===== src/rtl/block_color_pkg.sv =====
// Shared types and constants for the per-tile average colour measurement.
// Latency: n/a (declarations only).
// Backpressure: n/a.
package block_color_pkg;

  localparam int GRID    = 4;
  localparam int NUM_BLK = GRID * GRID;

  typedef enum logic [2:0] {
    S_IDLE      = 3'd0,
    S_WAIT_SOF  = 3'd1,
    S_ACCUM     = 3'd2,
    S_LATCH     = 3'd3,
    S_START     = 3'd4,
    S_WAIT_DONE = 3'd5
  } state_t;

  // Per-channel accumulator width: 8-bit samples, at most 2^(2*win_log2) of them.
  function automatic int acc_width(input int win_log2);
    return 8 + 2 * win_log2;
  endfunction

endpackage


===== src/rtl/grid_locator.sv =====
// Maps a pixel coordinate to its tile index and flags whether it lies in that tile's centre window.
// Latency: purely combinational.
// Backpressure: none.
module grid_locator
  import block_color_pkg::*;
#(
  parameter int IMG_W    = 640,
  parameter int IMG_H    = 480,
  parameter int WIN_LOG2 = 4
) (
  input  logic [11:0] i_x,
  input  logic [11:0] i_y,
  output logic        o_in_win,
  output logic [3:0]  o_blk_idx
);

  localparam int BLK_W = IMG_W / GRID;
  localparam int BLK_H = IMG_H / GRID;
  localparam int WIN   = 1 << WIN_LOG2;

  localparam logic [11:0] IMG_W_L = 12'(IMG_W);
  localparam logic [11:0] IMG_H_L = 12'(IMG_H);
  localparam logic [11:0] X_LO    = 12'((BLK_W - WIN) / 2);
  localparam logic [11:0] Y_LO    = 12'((BLK_H - WIN) / 2);
  localparam logic [11:0] X_HI    = 12'((BLK_W - WIN) / 2 + WIN);
  localparam logic [11:0] Y_HI    = 12'((BLK_H - WIN) / 2 + WIN);

  logic [1:0]  col;
  logic [1:0]  row;
  logic [11:0] x_off;
  logic [11:0] y_off;

  // Tile column/row by threshold compare rather than a divider; offset is the remainder.
  always_comb begin
    col   = 2'd0;
    row   = 2'd0;
    x_off = i_x;
    y_off = i_y;
    for (int c = 1; c < GRID; c++) begin
      if (i_x >= 12'(c * BLK_W)) begin
        col   = 2'(c);
        x_off = i_x - 12'(c * BLK_W);
      end
      if (i_y >= 12'(c * BLK_H)) begin
        row   = 2'(c);
        y_off = i_y - 12'(c * BLK_H);
      end
    end
  end

  // Out-of-frame coordinates never count as in-window.
  assign o_in_win  = (i_x < IMG_W_L) && (i_y < IMG_H_L) &&
                     (x_off >= X_LO) && (x_off < X_HI) &&
                     (y_off >= Y_LO) && (y_off < Y_HI);
  assign o_blk_idx = {row, col};

endmodule


===== src/rtl/block_color_avg.sv =====
// Averages R/G/B over the centre window of each tile of a 4x4 grid and hands 16 colours to the sorter.
// Latency: last pixel accepted in cycle N -> o_block* valid and o_start pulse in cycle N+2.
// Backpressure: none on pixels (one per cycle); sorter handshake is o_start pulse / i_sort_done pulse.
module block_color_avg
  import block_color_pkg::*;
#(
  parameter int IMG_W    = 640,
  parameter int IMG_H    = 480,
  parameter int WIN_LOG2 = 4
) (
  input  logic        i_clk,
  input  logic        i_rst,
  input  logic        i_capture,
  input  logic        i_sof,
  input  logic        i_valid,
  input  logic [11:0] i_x,
  input  logic [11:0] i_y,
  input  logic [7:0]  i_r,
  input  logic [7:0]  i_g,
  input  logic [7:0]  i_b,
  output logic [23:0] o_block0,
  output logic [23:0] o_block1,
  output logic [23:0] o_block2,
  output logic [23:0] o_block3,
  output logic [23:0] o_block4,
  output logic [23:0] o_block5,
  output logic [23:0] o_block6,
  output logic [23:0] o_block7,
  output logic [23:0] o_block8,
  output logic [23:0] o_block9,
  output logic [23:0] o_block10,
  output logic [23:0] o_block11,
  output logic [23:0] o_block12,
  output logic [23:0] o_block13,
  output logic [23:0] o_block14,
  output logic [23:0] o_block15,
  output logic        o_start,
  input  logic        i_sort_done,
  output logic        o_busy
);

  localparam int ACC_W = acc_width(WIN_LOG2);

  state_t state_q;
  state_t state_d;

  logic       in_win;
  logic [3:0] blk_idx;
  logic       last_px;
  logic       acc_clr;
  logic       acc_en;
  logic       latch_en;

  logic [ACC_W-1:0] acc_r [NUM_BLK];
  logic [ACC_W-1:0] acc_g [NUM_BLK];
  logic [ACC_W-1:0] acc_b [NUM_BLK];
  logic [23:0]      blk_q [NUM_BLK];

  grid_locator #(
    .IMG_W    (IMG_W),
    .IMG_H    (IMG_H),
    .WIN_LOG2 (WIN_LOG2)
  ) u_grid_locator (
    .i_x       (i_x),
    .i_y       (i_y),
    .o_in_win  (in_win),
    .o_blk_idx (blk_idx)
  );

  assign last_px = i_valid && (i_x == 12'(IMG_W - 1)) && (i_y == 12'(IMG_H - 1));

  // State register.
  always_ff @(posedge i_clk or posedge i_rst) begin
    if (i_rst) state_q <= S_IDLE;
    else       state_q <= state_d;
  end

  // Next state; a repeated start-of-frame in S_ACCUM outranks the last pixel.
  always_comb begin
    state_d = state_q;
    case (state_q)
      S_IDLE:      if (i_capture)           state_d = S_WAIT_SOF;
      S_WAIT_SOF:  if (i_sof)               state_d = S_ACCUM;
      S_ACCUM:     if (!i_sof && last_px)   state_d = S_LATCH;
      S_LATCH:                              state_d = S_START;
      S_START:                              state_d = S_WAIT_DONE;
      S_WAIT_DONE: if (i_sort_done)         state_d = S_IDLE;
      default:                              state_d = S_IDLE;
    endcase
  end

  // Outputs and datapath strobes decoded from the current state.
  always_comb begin
    o_start  = 1'b0;
    o_busy   = 1'b1;
    acc_clr  = 1'b0;
    acc_en   = 1'b0;
    latch_en = 1'b0;
    case (state_q)
      S_IDLE: begin
        o_busy  = 1'b0;
        acc_clr = i_capture;
      end
      S_ACCUM: begin
        acc_clr = i_sof;
        acc_en  = !i_sof && i_valid && in_win;
      end
      S_LATCH: latch_en = 1'b1;
      S_START: o_start  = 1'b1;
      default: ;
    endcase
  end

  // Per-tile channel sums; only the addressed tile changes on a pixel.
  always_ff @(posedge i_clk or posedge i_rst) begin
    if (i_rst) begin
      for (int i = 0; i < NUM_BLK; i++) begin
        acc_r[i] <= '0;
        acc_g[i] <= '0;
        acc_b[i] <= '0;
      end
    end else if (acc_clr) begin
      for (int i = 0; i < NUM_BLK; i++) begin
        acc_r[i] <= '0;
        acc_g[i] <= '0;
        acc_b[i] <= '0;
      end
    end else if (acc_en) begin
      acc_r[blk_idx] <= acc_r[blk_idx] + ACC_W'(i_r);
      acc_g[blk_idx] <= acc_g[blk_idx] + ACC_W'(i_g);
      acc_b[blk_idx] <= acc_b[blk_idx] + ACC_W'(i_b);
    end
  end

  // Divide by window area: the top 8 bits of each sum are sum >> (2*WIN_LOG2), truncated.
  always_ff @(posedge i_clk or posedge i_rst) begin
    if (i_rst) begin
      for (int i = 0; i < NUM_BLK; i++) blk_q[i] <= '0;
    end else if (latch_en) begin
      for (int i = 0; i < NUM_BLK; i++) begin
        blk_q[i] <= {acc_r[i][ACC_W-1 -: 8], acc_g[i][ACC_W-1 -: 8], acc_b[i][ACC_W-1 -: 8]};
      end
    end
  end

  assign o_block0  = blk_q[0];
  assign o_block1  = blk_q[1];
  assign o_block2  = blk_q[2];
  assign o_block3  = blk_q[3];
  assign o_block4  = blk_q[4];
  assign o_block5  = blk_q[5];
  assign o_block6  = blk_q[6];
  assign o_block7  = blk_q[7];
  assign o_block8  = blk_q[8];
  assign o_block9  = blk_q[9];
  assign o_block10 = blk_q[10];
  assign o_block11 = blk_q[11];
  assign o_block12 = blk_q[12];
  assign o_block13 = blk_q[13];
  assign o_block14 = blk_q[14];
  assign o_block15 = blk_q[15];

endmodule


===== config.mk =====
export PLATFORM = sky130hd
export DESIGN_NAME = block_color_avg
export DESIGN_NICKNAME = d
export VERILOG_FILES = /design/src/rtl/block_color_pkg.sv /design/src/rtl/grid_locator.sv /design/src/rtl/block_color_avg.sv
export SDC_FILE = /design/constraint.sdc
export NUM_CORES = 2
export LEC_CHECK = 0
export BUFFER_PORTS_ARGS = -buffer_cell sky130_fd_sc_hd__clkbuf_2
export CORE_MARGIN = 2
export CORE_UTILIZATION = 45
export DETAILED_ROUTE_END_ITERATION = 6
export SETUP_SLACK_MARGIN = 0.15
export SLEW_MARGIN = 10
export SYNTH_ARGS = -nofsm -noshare
export SYNTH_HDL_FRONTEND = slang
export SYNTH_SLANG_ARGS = --single-unit

===== constraint.sdc =====
create_clock -name i_clk -period 51.3 [get_ports i_clk]
set_input_delay 5.13 -clock i_clk [delete_from_list [all_inputs] [get_ports i_clk]]
set_output_delay 5.13 -clock i_clk [all_outputs]
set_load 0.05 [all_outputs]

==> impl_metrics.ini <==
[drt]
drcViolationCount = 4
routed_wirelength_um = 172000
route.detailed.vias_per_inst = 6.14
drtIter0Drc = 4236
dr_total_vias = 39700
wire_per_inst_um = 26.7
detailedRoute.firstPassIterationCount = 7
route.antenna.remaining_nets = 0

[worst_hold_path]
min-delay-path-class = reg2reg

[outcome]
run_status = complete, but fails checks
violations = design-rule violations

[placement]
detailed_place_hpwl_um = 109000
place.gp.congestion = 0.911
placement.io_buffers = 439

[grt]
antenna_found_initial = 2
grt_usage = 0.295
global_route.overflow_total = 0
pin_count_of_the_biggest_net_entering_global_routing = 186
number_of_global_route_vias_before_repair = 38300
grt_pass1_wl_um = 258000

[setup_path]
setup.worst_path.class = in2reg
crit_path_start_kind = primary input
setup.worst_path.end_class = register
cp_data_arrival_time_ps = 12460
worst-endpoint-required_ps = 51860
critPathMaxFanout = 49

[yosys]
ys.flop_type = dfrtp_1
library_cell_with_the_largest_summed_area_after_synthesis = dfrtp_1
synth_nets = 4774
netlist_top_cells_area = dfrtp_1 (57%), mux2_2 (8.4%), o21ai_0 (6.9%)
most_frequent_cell_after_synthesis = dfrtp_1
asyncSetResetFlopFracSynth = 1.00
synth_top_area_share = 0.575
ys.warnings.count = 0
syn_area_per_cell_um2 = 10.7
synth-seq-cells = 1155
synth_cell_area_mm2 = 0.0503
syn-instance-count = 4680
synth_seq_area_share = 0.575
synth_top_cells_by_count = dfrtp_1 (1155), o21ai_0 (693), nand3_1 (677)
synth-edff-count = 0
netlist_cell_types = 74

[cells_and_area]
count_of_antenna_diodes_in_the_layout = 0
final_layout_size_suffix_gt1_frac = 0.233
fin_nets = 4968
final.fill_count = 10100
largestRegisters = acc_b: 256 flops, acc_g: 256 flops, acc_r: 256 flops
areaGrowthSynthToFinish_pct = 14.6

[pwr]
p_leak_uw = 0.0272
vdd_ir_drop_max_v = 0.0000323
pwr_density_cell_mw_per_mm2 = 36.3
design_power_total_uw = 2090

[floorplanning]
die_area_mm2 = 0.114
die_width_um = 338
starting_density = 0.454
core_area_mm2 = 0.111
die_height_um = 338
rows = 122
io-pin-count = 440

[sta]
fmaxAchievable_mhz = 84.0
slew_headroom = 0.189
final-max-slew-violation-count = 0
crit_path_time_final_ps = 11900
worst-slew-pin-transition_ps = 1200
setup_viol = 0
rsz0062_at_grt = no
worst_hold_slack_ps = 485
finalHoldViolCount = 0
clock-skew-final_ps = 60.0
period_share = 0.232
setup_total_negative_slack_ps = 0

[clocking]
worst_skew_pair.late_latency_ps = 740
post_cts_buffers = 0
cts_buffers = 121
cts.sink_count = 1155
cts.hold.buffers_added = 0
clock_pin_slew_worst_setup_and_hold_paths_ps = 60
tritoncts_clock_tree = built
cts_repair_resize_count = 0
clock_tree.buffer_depth = 3
clock-root-buffer = clkbuf_16
cts-htree-levels = 3

[flow_run]
max-cap-violations = 0
==> kinds of logic after synthesis <==
group | count (synthesis) | synth area share
and+or+nand+nor | 1191 | 0.116
adders and majority gates | 40 | 0.0104
muxes | 416 | 0.0921
DFF | 1155 | 0.575
xor gates and xnor gates | 43 | 0.00764
AOI/OAI and AO/OA | 1324 | 0.157
buffers and inverters | 511 | 0.0417
==> critical path, stage by stage <==
cell and delay, ps:
clkbuf_2 230, inv_1 130, ha_1 200, and4bb_2 260
a211o_1 290, buf_4 300, nand2_4 670, buf_4 670
o22ai_1 170, o21ai_0 170, o21ai_0 100, a222oi_1 380
ha_1 260, inv_1 70, fa_1 440, nor2b_1 130
o21ai_0 110, nand2_1 120, a21oi_1 80, o21ai_0 260
a31oi_1 270, nand2b_1 240, or4_1 580, xnor2_2 880
o21ai_0 220
==> final cells by class <==
cell class / count / area, um^2 / area share
sequential: 1155 / 28900 / 0.502
clock inverter: 35 / 447 / 0.00775
multi-input combinational: 3014 / 19600 / 0.340
timing repair buffer: 537 / 3000 / 0.0520
clock buffer: 187 / 3630 / 0.0629
tap: 1488 / 1860 / 0.0323
inverter: 45 / 176 / 0.00306
==> per-stage QoR <==
stage / instances / setup WS (ps) / util / area [um^2]
after global placement: 6239 / 38940 / 0.483 / 53500
after global routing: 6461 / 38970 / 0.520 / 57600
final: 6461 / 39400 / 0.520 / 57600
after CTS: 6461 / 39570 / 0.520 / 57600
after floorplan: 4680 / 13640 / - / 50300
after detailed placement: 6239 / 38840 / 0.483 / 53500
==> where the power goes <==
part	internal, uW	switching, uW	total [uW]
logic	59.3	222	282
clock network	516	380	896
registers	912	2.19	914
==> per-layer routing <==
| layer | vias to the layer above | track usage | routed length, um |
|---|---|---|---|
| met2 | 1646 | 0.471 | 81600 |
| met1 | 20200 | 0.403 | 70200 |
| li1 | 17500 | - | - |
| met3 | 316 | 0.0513 | 13500 |
| met4 | 2 | 0.114 | 6960 |
| met5 | - | 0 | 16 |
==> cells in the final DEF (no fill, tap or decap), drive strengths merged, types with 28 or more instances in the layout <==
cell type / Yosys / routed
o22a: 52 / 52
a211oi: 28 / 28
nor3: 48 / 48
ha: 37 / 37
nand2: 219 / 219
o22ai: 173 / 173
nor4: 33 / 33
a21oi: 124 / 124
buf: 147 / 98
mux2i: 41 / 41
dfrtp: 1155 / 1155
o221ai: 55 / 55
inv: 45 / 49
o21ai: 734 / 734
clkbuf: 319 / 626
nor2: 115 / 115
mux2: 375 / 375
nand3: 680 / 680
a222oi: 37 / 37
==> worst paths after layout <==
check                            startpoint  slack (ps)  cells past startpoint            to
worst min-delay path            o_block9[1]         490                      2   o_block9[1]
worst max register to register   acc_g[112]       46430                     17    acc_g[238]
worst max-delay path                 i_x[7]       39400                     25    acc_g[238]
min in group asynchronous             i_rst        4520                      2  o_block13[1]
worst min register to register  o_block9[1]         490                      2   o_block9[1]
max in group asynchronous             i_rst       42800                      6    acc_r[242]
No activity file was read; power rests on OpenSTA's default activity.
